## src/rtl/led_pattern_gen_if.sv

```systemverilog
// rtl/led_pattern_gen_if.sv - control/status bundle for the LED pattern sequencer
//
// Purpose: groups the run/mode controls and the LED/step outputs of
//          led_pattern_gen so they travel as one port.
// Optional feature macro: LED_PWM_EN (adds the duty input).
// Signals:
//   en    run enable (master -> slave)
//   mode  pattern mode 0 ROTL, 1 ROTR, 2 BOUNCE, 3 BLINK (master -> slave)
//   duty  PWM duty 0..255, LED_PWM_EN builds only (master -> slave)
//   step  one-cycle pulse when the pattern advances (slave -> master)
//   ledr  LED drive, 1 = lit (slave -> master)
interface led_pattern_gen_if #(
  parameter int WIDTH = 16
);
  logic             en;
  logic [1:0]       mode;
  logic             step;
  logic [WIDTH-1:0] ledr;
`ifdef LED_PWM_EN
  logic [7:0]       duty;

  modport master (output en, output mode, output duty, input step, input ledr);
  modport slave  (input en, input mode, input duty, output step, output ledr);
`else
  modport master (output en, output mode, input step, input ledr);
  modport slave  (input en, input mode, output step, output ledr);
`endif
endinterface

```

## src/rtl/led_pattern_gen.sv

```systemverilog
// rtl/led_pattern_gen.sv - parametrised LED pattern sequencer
//
// Purpose: steps a WIDTH-bit LED pattern once every PERIOD enabled cycles in
//          one of four modes (rotate left, rotate right, bounce, blink).
// Optional feature macro: LED_PWM_EN (8-bit PWM dimming of the LED outputs).
// Parameters:
//   WIDTH   number of LEDs, 2..64
//   PERIOD  clk cycles per pattern step, >= 1
//   CNT_W   prescaler width, 2**CNT_W > PERIOD
// Ports:
//   clk    clock, all logic on the rising edge
//   rst_n  synchronous active-low reset
//   bus    led_pattern_gen_if slave: en, mode, [duty] in; step, ledr out
module led_pattern_gen #(
  parameter int WIDTH  = 16,
  parameter int PERIOD = 5000000,
  parameter int CNT_W  = 32
) (
  input  logic               clk,
  input  logic               rst_n,
  led_pattern_gen_if.slave   bus
);

  typedef enum logic [1:0] {
    ROTL   = 2'd0,
    ROTR   = 2'd1,
    BOUNCE = 2'd2,
    BLINK  = 2'd3
  } mode_e;

  typedef enum logic {
    LEFT  = 1'b0,
    RIGHT = 1'b1
  } dir_e;

  localparam logic [CNT_W-1:0] CNT_LAST = CNT_W'(PERIOD - 1);
  localparam logic [WIDTH-1:0] PAT_ONE  = WIDTH'(1);
  localparam logic [WIDTH-1:0] PAT_ALL  = {WIDTH{1'b1}};

  logic [CNT_W-1:0] cnt;
  logic [WIDTH-1:0] pat;
  logic [WIDTH-1:0] pat_nx;
  dir_e             dir;
  dir_e             dir_nx;
  mode_e            mode_q;
  mode_e            mode_in;
  logic             step_q;
  logic             mode_chg;

  assign mode_in  = mode_e'(bus.mode);
  assign mode_chg = (mode_in != mode_q);

  // Pattern value for the next step, computed from the mode that is
  // currently in force (mode_q); a differing live mode reloads instead.
  always_comb begin
    pat_nx = pat;
    dir_nx = dir;
    unique case (mode_q)
      ROTL:   pat_nx = {pat[WIDTH-2:0], pat[WIDTH-1]};
      ROTR:   pat_nx = {pat[0], pat[WIDTH-1:1]};
      BOUNCE: begin
        // Reverse on the step that leaves an end bit, so the end bit is
        // shown for exactly one step.
        if (dir == LEFT && pat[WIDTH-1]) begin
          dir_nx = RIGHT;
          pat_nx = pat >> 1;
        end else if (dir == RIGHT && pat[0]) begin
          dir_nx = LEFT;
          pat_nx = pat << 1;
        end else if (dir == LEFT) begin
          pat_nx = pat << 1;
        end else begin
          pat_nx = pat >> 1;
        end
      end
      BLINK:  pat_nx = ~pat;
      default: pat_nx = pat;
    endcase
  end

  // Prescaler, pattern, direction and step strobe. A mode change wins over
  // a coincident tick and is applied regardless of en.
  always_ff @(posedge clk) begin
    if (!rst_n) begin
      pat    <= PAT_ONE;
      cnt    <= '0;
      dir    <= LEFT;
      step_q <= 1'b0;
      mode_q <= mode_in;
    end else begin
      mode_q <= mode_in;
      if (mode_chg) begin
        cnt    <= '0;
        dir    <= LEFT;
        step_q <= 1'b0;
        pat    <= (mode_in == BLINK) ? PAT_ALL : PAT_ONE;
      end else if (bus.en) begin
        if (cnt == CNT_LAST) begin
          cnt    <= '0;
          pat    <= pat_nx;
          dir    <= dir_nx;
          step_q <= 1'b1;
        end else begin
          cnt    <= cnt + CNT_W'(1);
          step_q <= 1'b0;
        end
      end else begin
        step_q <= 1'b0;
      end
    end
  end

  assign bus.step = step_q;

`ifdef LED_PWM_EN
  logic [7:0] pwm_cnt;

  // Free-running so brightness does not depend on en or mode.
  always_ff @(posedge clk) begin
    if (!rst_n) begin
      pwm_cnt <= 8'd0;
    end else begin
      pwm_cnt <= pwm_cnt + 8'd1;
    end
  end

  assign bus.ledr = pat & {WIDTH{pwm_cnt < bus.duty}};
`else
  assign bus.ledr = pat;
`endif

endmodule

```

## src/flat_wrapper.sv

```systemverilog
// flat-port wrapper written by rule: the top's interface ports become plain ports
module led_pattern_gen_flat 
#(
  parameter int WIDTH  = 16,
  parameter int PERIOD = 5000000,
  parameter int CNT_W  = 32
)
  (clk, rst_n, bus_en, bus_mode, bus_step, bus_ledr);
  led_pattern_gen_if #(.WIDTH(WIDTH)) bus_i ();
  input  logic clk;
  input  logic rst_n;
  input wire logic [$bits(bus_i.en)-1:0] bus_en;
  input wire logic [$bits(bus_i.mode)-1:0] bus_mode;
  output wire logic [$bits(bus_i.step)-1:0] bus_step;
  output wire logic [$bits(bus_i.ledr)-1:0] bus_ledr;
  assign bus_i.en = bus_en;
  assign bus_i.mode = bus_mode;
  assign bus_step = bus_i.step;
  assign bus_ledr = bus_i.ledr;
  led_pattern_gen #(.WIDTH(WIDTH), .PERIOD(PERIOD), .CNT_W(CNT_W)) u_core (.clk(clk), .rst_n(rst_n), .bus(bus_i));
endmodule
```

## config.mk

```make
export PLATFORM = sky130hd
export DESIGN_NAME = led_pattern_gen_flat
export DESIGN_NICKNAME = d
export VERILOG_FILES = /design/src/rtl/led_pattern_gen_if.sv /design/src/rtl/led_pattern_gen.sv /design/src/flat_wrapper.sv
export SDC_FILE = /design/constraint.sdc
export NUM_CORES = 1
export LEC_CHECK = 0
export ABC_AREA = 1
export ABC_CLOCK_PERIOD_IN_PS = 1450
export CAP_MARGIN = 20
export CORE_UTILIZATION = 45
export CTS_CLUSTER_SIZE = 24
export DETAILED_ROUTE_END_ITERATION = 16
export HOLD_SLACK_MARGIN = 0.02
export PLACE_DENSITY = 0.64
export SLEW_MARGIN = 20
export SYNTH_ARGS = -nofsm -noshare
export SYNTH_HDL_FRONTEND = slang
export SYNTH_SLANG_ARGS = --single-unit
```

## constraint.sdc

```tcl
create_clock -name clk -period 1.45 [get_ports clk]
set_input_delay 0.145 -clock clk [delete_from_list [all_inputs] [get_ports clk]]
set_output_delay 0.145 -clock clk [all_outputs]
set_load 0.01 [all_outputs]
```

Word-level counts from Yosys, hierarchy flattened
Index checks and enable logic that the tools add are counted.

Register bits: 52. Output and inout port bits: 17.

$add $sub $neg: 1. Equality and inequality tests: 6. Muxes and demuxes: 12. Bitwise operators: 4. Reduce and logical (&&, ||, !) cells: 10.

Operators with widths (number): 2-to-1 mux 16 bit (7); one-hot mux 16 bit (4 select lines) (1); adder 32 x 1 -> 32 bit, second input constant (1); equality test 32 x 23 -> 1 bit, second input constant (1); 2-to-1 mux 32 bit (1); NOT 16 bit (1); equality test 2 bit, second input constant (3); nonzero test 2 bit (3); AND reduction 4 bit (1); 2-to-1 mux 1 bit (3); NOT 1 bit (3); OR reduction 3 bit (1); equality test 2 x 1 -> 1 bit, second input constant (1); logical AND 1 bit (2); logical NOT 2 bit (1); inequality test 2 bit (1); AND reduction 2 bit (1); OR reduction 2 bit (1).

Logic depth before layout (Yosys ltp)
Gate-level depths: netlist (run 1).

Depth in word-level cells: 7. Mapped depth: 11. Mapped depth without buffers: 10.

Least setup slack after synthesis (run 1)
Ideal clock, no wire load.

Kind: register to register. Start point: reg u_core.cnt[0]. End point: reg u_core.pat[10] (netlist: u_core.bus.ledr[10]). Setup time: 0.112 ns. Data arrival time: 1.420 ns. Data required time: 1.338 ns. Slack: -0.081 ns. Stages on the path, launching flop included: 12. Path buffers: 1. Clock period less this slack: 1.531 ns. Cell sequence: dfxtp_1 > ha_1 > nand2_1 > nor2_2 > nand3_1 > nor2_1 > nand2_1 > nand2_1 > nand2_2 > buf_6 > nor2_1 > nor2_1.

Longest elaborated chain between the ends: 3.

RTL lines: start: declaration (line led_pattern_gen.sv:40) `logic [CNT_W-1:0] cnt;`; start signal: assignment (line led_pattern_gen.sv:104) `cnt <= cnt + CNT_W'(1);`; equality test 32 x 23 -> 1 bit (line led_pattern_gen.sv:98) `if (cnt == CNT_LAST) begin`; nonzero test 2 bit (no source line); AND reduction 2 bit (no source line); end signal: assignment (line led_pattern_gen.sv:96) `pat <= (mode_in == BLINK) ? PAT_ALL : PAT_ONE;`; end signal: assignment (line led_pattern_gen.sv:100) `pat <= pat_nx;`; end: declaration (line led_pattern_gen.sv:41) `logic [WIDTH-1:0] pat;`.

No other way between the ends. A chain may end at the register's enable or synchronous reset.

Final worst setup path (run 1)
Start point: reg u_core.cnt[0]. End point: reg u_core.cnt[18].

Longest elaborated chain between the ends: 2. Elaborated cells between the ends (all ways): 3. Those cells by class: add/sub: 1; eq/ne: 1; mux: 1.

RTL lines (line): adder 32 x 1 -> 32 bit / equality test 32 x 23 -> 1 bit (equally long branches) (led_pattern_gen.sv:104, led_pattern_gen.sv:98); 2-to-1 mux 32 bit (*) (led_pattern_gen.sv:98).

Every way passes the cells marked *; elsewhere a longest branch is shown, timed or not.

==> results of run 1 <==
==> layout make-up <==
type	count	area, sq um
Sequential cell	52	1090
Fill cell	678	2610
Multi-Input combinational cell	474	2500
Tap cell	102	128
Timing Repair Buffer	112	1000
Inverter	62	233
Clock buffer	5	68.8
Clock inverter	3	46.3
==> cells in the mapped netlist <==
| cell | count | area share [%] |
|---|---|---|
| a31oi_1 | 2 | 0.35 |
| xnor2_1 | 4 | 0.99 |
| nand3_2 | 9 | 2.5 |
| a21oi_1 | 17 | 2.4 |
| nand2_2 | 3 | 0.53 |
| and2_1 | 1 | 0.18 |
| nor2_1 | 120 | 13 |
| nand4_1 | 23 | 4.1 |
| buf_1 | 2 | 0.21 |
| nor3_2 | 2 | 0.56 |
| o32ai_1 | 1 | 0.25 |
| a21o_1 | 1 | 0.21 |
| nor2_4 | 2 | 0.63 |
| nand3_1 | 70 | 9.9 |
| buf_6 | 2 | 0.63 |
| buf_4 | 1 | 0.21 |
| buf_2 | 11 | 1.5 |
| nand3_4 | 1 | 0.49 |
| nand2_1 | 191 | 20 |
| nand3b_1 | 2 | 0.42 |
| ha_1 | 1 | 0.35 |
| o21ai_0 | 1 | 0.14 |
| nor2_2 | 5 | 0.88 |
| inv_1 | 58 | 6.1 |
| nor3_1 | 5 | 0.70 |
| o21ai_1 | 2 | 0.28 |
| xor2_1 | 7 | 1.7 |
| clkbuf_1 | 4 | 0.42 |
| nor4_1 | 1 | 0.18 |
| o22ai_1 | 1 | 0.18 |
| or2_2 | 2 | 0.35 |
| inv_2 | 4 | 0.42 |
| dfxtp_1 | 52 | 29 |
==> power groups by stage <==
stage	clock network, mW	logic (mW)	registers [mW]
3_5_place_dp	0	0.714	1.58
4_1_cts	1.08	0.740	1.55
2_1_floorplan	0	0.385	1.60
5_1_grt	1.14	0.899	1.57
6_report	1.06	0.821	1.55
3_3_place_gp	0	0.704	1.58
==> kinds of logic (layout without fill, tap and decap cells) <==
kind of cell | after synthesis | after routing | share of synthesized area, %
XOR/XNOR | 11 | 11 | 2.71
flip-flops | 52 | 52 | 29.3
AO/OA/AOI/OAI | 25 | 25 | 3.80
buffers and inverters | 82 | 182 | 9.58
AND/OR/NAND/NOR | 437 | 437 | 54.2
adder cells (fa/ha/maj) | 1 | 1 | 0.352
==> through the flow <==
step                TNS [ns]  setup slack [ns]
finish                 -3.31            -0.160
global route           -6.44            -0.242
CTS                    -1.34           -0.0803
detailed placement     -9.92            -0.294
global placement       -9.17            -0.283
floorplan           -0.00183          -0.00183
==> worst paths after layout <==
path	start	to	slack, ns	cells past startpoint
worst max-delay path	u_core.cnt[0]	u_core.cnt[18]	-0.16	11
worst min-delay path	bus_mode[0]	u_core.mode_q[0]	0.46	2
worst max register to register	u_core.cnt[0]	u_core.cnt[18]	-0.16	11
worst min register to register	u_core.cnt[24]	u_core.cnt[24]	0.49	2
==> routing by layer <==
layer / wire [um] / global-route usage, % / vias to the layer above
li1: - / - / 2133
met2: 5630 / 49.4 / 117
met3: 459 / 3.45 / 28
met1: 4600 / 30.2 / 1993
met5: 0 / 0 / -
met4: 344 / 12.0 / 0
==> state kept, by name (all words and copies together) (netlist names) <==
name	flops
u_core.dir	1
u_core.mode_q	2
u_core.cnt	32
u_core.bus.ledr	16
u_core.bus.step	1
==> timing repair <==
item	CTS	global route
pin swaps	13	15
cloned	0	0
setup buffers	2	5
gates resized for setup	32	100
endpoints found under the setup margin	42	61
==> critical path, stage by stage (launching register included) <==
cell and delay (ns):
dfxtp_2 0.36, ha_4 0.15, nand2_4 0.06, nor2_4 0.16, buf_4 0.13, buf_4 0.10
nand4_1 0.14, nor3_2 0.17, nand2_1 0.08, nand2_1 0.08, inv_1 0.04, nor2_1 0.09
==> results.sh, run 1 <==
export IMPL_finalInstanceArea_sq_um=5080
export IMPL_layout_common_cells="nand2_1 (181), buf_4 (80), nor2_1 (77), nand3_1 (66), inv_1 (56)"
export IMPL_clockBufferDepth=2
export IMPL_postLayoutCoreUtil_pct=66.0
export IMPL_vias=4271
export IMPL_clk_latency_ns=0.32
export IMPL_area_delta_synth_final_pct=42.9
export IMPL_start_kind="flip-flop"
export IMPL_core_area_sq_um=7690
export IMPL_grt_pass1_vias=4072
export IMPL_port_buffers=21
export IMPL_drive_gt1_share_pct=31.9
export IMPL_fin_ws_ns=-0.160
export IMPL_violations="negative setup slack"
export IMPL_fin_nets=713
export IMPL_grt_antenna_before_repair=0
export IMPL_syn_area_sq_um=3550
export IMPL_dieArea_sq_um=8250
export IMPL_final_cell_count_no_fill=810
export IMPL_crit_type="flip-flop to flip-flop"
export IMPL_clkTransAtPathRegs_ns=0.10
export IMPL_syn_nets=614
export IMPL_dpl_hpwl_mm=7.98
export IMPL_holdWs_ns=0.458
export IMPL_track_usage_pct=26.7
export IMPL_place_inst=796
export IMPL_combPwrFrac_pct=23.9
export IMPL_die_y_um=90.8
export IMPL_syn_area_per_cell_sq_um=5.84
export IMPL_fin_crit_sh_pct=111
export IMPL_total_power_mw=3.43
export IMPL_fin_crit_ns=1.61
export IMPL_rows=32
export IMPL_route_detailed_drc=0
export IMPL_cts_root_buf="clkbuf_8"
export IMPL_place_area_sq_um=4540
export IMPL_die_w_um=90.8
export IMPL_numCtsBuffers=5
export IMPL_pwr_share_seq_pct=45.3
export IMPL_layout_commonest_cell="nand2_1"
export IMPL_status="finished with violations"
export IMPL_grt_overflow=0
export IMPL_final_max_slew_viol_count=0
export IMPL_p_leak_nw=2.09
export IMPL_n_antenna_cell=0
export IMPL_routed_wl_mm=11.0
export IMPL_grt_pass1_wl_mm=18.1
export IMPL_yosys_warnings=0
export IMPL_yosysSeqAreaShare_pct=29.3
export IMPL_holdCritPathClass="input port to flip-flop"
export IMPL_drt_pass1_iter_count=5
export IMPL_initial_core_util_pct=46.2
export IMPL_htree_levels=2
export IMPL_finalHoldViolations=0
export IMPL_switching_share_pct=30.5
export IMPL_cts_sinks=52
export IMPL_critPathArrivalTime_ns=1.87
export IMPL_worstSetupEndpointType="flip-flop"
export IMPL_drtAntennaViolNets=0
export IMPL_cellPowerDensity_nw_per_um2=677
export IMPL_tightest_slew_ns=0.340
export IMPL_drt_iter0_drc=141
export IMPL_slew_headroom_pct=77.2
export IMPL_fmax_ghz=0.621
export IMPL_io_pins=22
export IMPL_ys_types=33
export IMPL_synth_seq_cells=52
export IMPL_rsz0062_at_grt="yes"
export IMPL_viasPerCell=5.27
export IMPL_internal_power_mw=2.39
export IMPL_grt_max_degree=30
export IMPL_skew_ns=0.00651
export IMPL_place_congestion=0.953
export IMPL_synthCells=608
export IMPL_max_cap_viol_count=0
export IMPL_power_switching_mw=1.05
export IMPL_cts_hold_buffers=0
export IMPL_cts_tree="yes"
export IMPL_clkPwrFrac_pct=30.8
export IMPL_wire_per_inst_um=13.6
export IMPL_path_max_fanout=4
export IMPL_finalSetupViolCount=34
export IMPL_cp_required_ns=1.71
export IMPL_max_vdd_ir_drop_mv=0.362
Note: power is estimated with default switching activity, not from simulation.
==> run 2, diff against run 1 <==
--- a/config.mk
+++ b/config.mk
@@ -13,7 +13,6 @@
 export DETAILED_ROUTE_END_ITERATION = 16
 export HOLD_SLACK_MARGIN = 0.02
 export PLACE_DENSITY = 0.64
-export SLEW_MARGIN = 20
 export SYNTH_ARGS = -nofsm -noshare
 export SYNTH_HDL_FRONTEND = slang
 export SYNTH_SLANG_ARGS = --single-unit
==> results of run 2 <==
Final layout, timing and power as in run 1 (identical DEF).
==> RTL change: new RTL, settings of run 1 <==
`WIDTH` is set to 16 in 3 places; all go to 24.
--- a/src/rtl/led_pattern_gen_if.sv
+++ b/src/rtl/led_pattern_gen_if.sv
@@ -12,3 +12,3 @@
 interface led_pattern_gen_if #(
-  parameter int WIDTH = 16
+  parameter int WIDTH = 24
 );
--- a/src/rtl/led_pattern_gen.sv
+++ b/src/rtl/led_pattern_gen.sv
@@ -14,3 +14,3 @@
 module led_pattern_gen #(
-  parameter int WIDTH  = 16,
+  parameter int WIDTH  = 24,
   parameter int PERIOD = 5000000,
--- a/src/flat_wrapper.sv
+++ b/src/flat_wrapper.sv
@@ -3,3 +3,3 @@
 #(
-  parameter int WIDTH  = 16,
+  parameter int WIDTH  = 24,
   parameter int PERIOD = 5000000,
Ports: changed (resized bus_ledr); port bits go from 22 to 30. No check against the original RTL was run, so the function may have changed too.
==> RTL change against run 1 <==
  * The run still ends with setup timing left
  * Worst hold slack lost 0.16 ns
  * Fmax fell by 1.7%
  * Critical endpoint is now u_core.bus.ledr[10]
  * Worst setup slack worse by 0.028 ns
  * Final area is 19% higher
  * Sequential cell count rose by 8
  * Wire length rose by 22%
  * Synthesized area is 16% higher
  * First-iteration DRC count is 96% higher
  * Critical path type unchanged
  * Total power is 29% higher
  * Synthesized cell count grew 12%
==> RTL change: results (changes against run 1) <==
stage,metric,value,unit,change
timing,"Setup violations, final",44,,+29%
placement,dpl ws,-0.378,ns,-0.0840 ns
route,WL met1,6.10,mm,+33%
critical_path,worst-path fanout max,25,,+21
critical_path,signal arrival time at the worst endpoint,1.92,ns,+0.05 ns
timing,setup TNS,-5.52,ns,-2.21 ns
clock_network,TritonCTS Buffers,9,,+4
route,routed wire length,13.5,mm,+22%
logic_synthesis,top post-synthesis cells by area,"dfxtp_1, nand2_1, nor2_1",,
route,Via Count,4891,,+15%
timing,Layout Skew,0.00855,ns,+0.00204 ns
status,failing checks,setup timing,,
placement,gp weighted congestion,0.943,,-1.0%
logic_synthesis,sequential-to-total area share from yosys stat,0.291,,-0.00215
critical_path,reg2reg path depth,10,,-1
power,sw power,0.00142,W,+35%
power,Reg power frac,0.415,,-0.038
placement,DP HPWL,8.58,mm,+7.5%
timing,post-route worst setup slack,-0.188,ns,-0.0280 ns
placement,placed instance count,897,,+13%
power,Sw Ratio,0.319,,+0.0144
global_routing,met3 GRT Util,0.0329,,-0.00158
status,status,"finished, violations left",,
global_routing,first-pass GRT wire length,21.3,mm,+18%
timing,worst relative slew slack,0.736,,-0.0351
RTL change: cell count changes after synthesis, sizes merged, moves of 6 or more:
| cell | before | now |
|---|---|---|
| nor3 | 7 | 16 |
| nand4 | 23 | 30 |
| nor2 | 127 | 133 |
| a21oi | 17 | 11 |
| nand3 | 80 | 106 |
| dfxtp | 52 | 60 |
| inv | 62 | 87 |
RTL change: worst min-delay path by stage:
stage	cells past startpoint	endpoint	start
after floorplan	0	u_core.mode_q[0]	bus_mode[0]
after detailed placement	2	u_core.cnt[25]	u_core.cnt[25]
after CTS	2	u_core.mode_q[1]	bus_mode[1]
after global routing	4	u_core.cnt[1]	bus_en
final	4	u_core.cnt[23]	bus_en
after global placement	2	u_core.cnt[25]	u_core.cnt[25]
RTL change: stage by stage:
stage	instance area [sq um]	hold slack, ns
floorplan	4150	0.173
global placement	5290	0.462
detailed placement	5290	0.467
CTS	5730	0.416
global route	6070	0.328
finish	6070	0.297
RTL change: area by class of cell:
cell class,count,area share
clock inverters,5,0.00866
repair buffers,142,0.223
clock buffers,10,0.0227
flip-flops and latches,60,0.203
well taps,108,0.0223
inverters,87,0.0547
multi-input cells,510,0.466
RTL change: logic make-up after synthesis:
kind of cell    synth area share
xor+xnor                  0.0233
buf+inv                    0.122
compound gates            0.0215
flops                      0.291
fa+ha+maj                0.00303
simple gates               0.539
RTL change: repair_timing:
action	CTS	global route
buffers inserted	4	6
pin swaps	18	35
gates resized for setup	57	87
gates cloned	2	1
endpoints found under the setup margin	62	75
RTL change: worst max-delay path: cells and delay by family (launching register included):
| kind | cells | cell delay (ns) |
|---|---|---|
| fa+ha+maj | 1 | 0.15 |
| flops | 1 | 0.35 |
| buf+inv | 3 | 0.45 |
| simple gates | 6 | 0.60 |
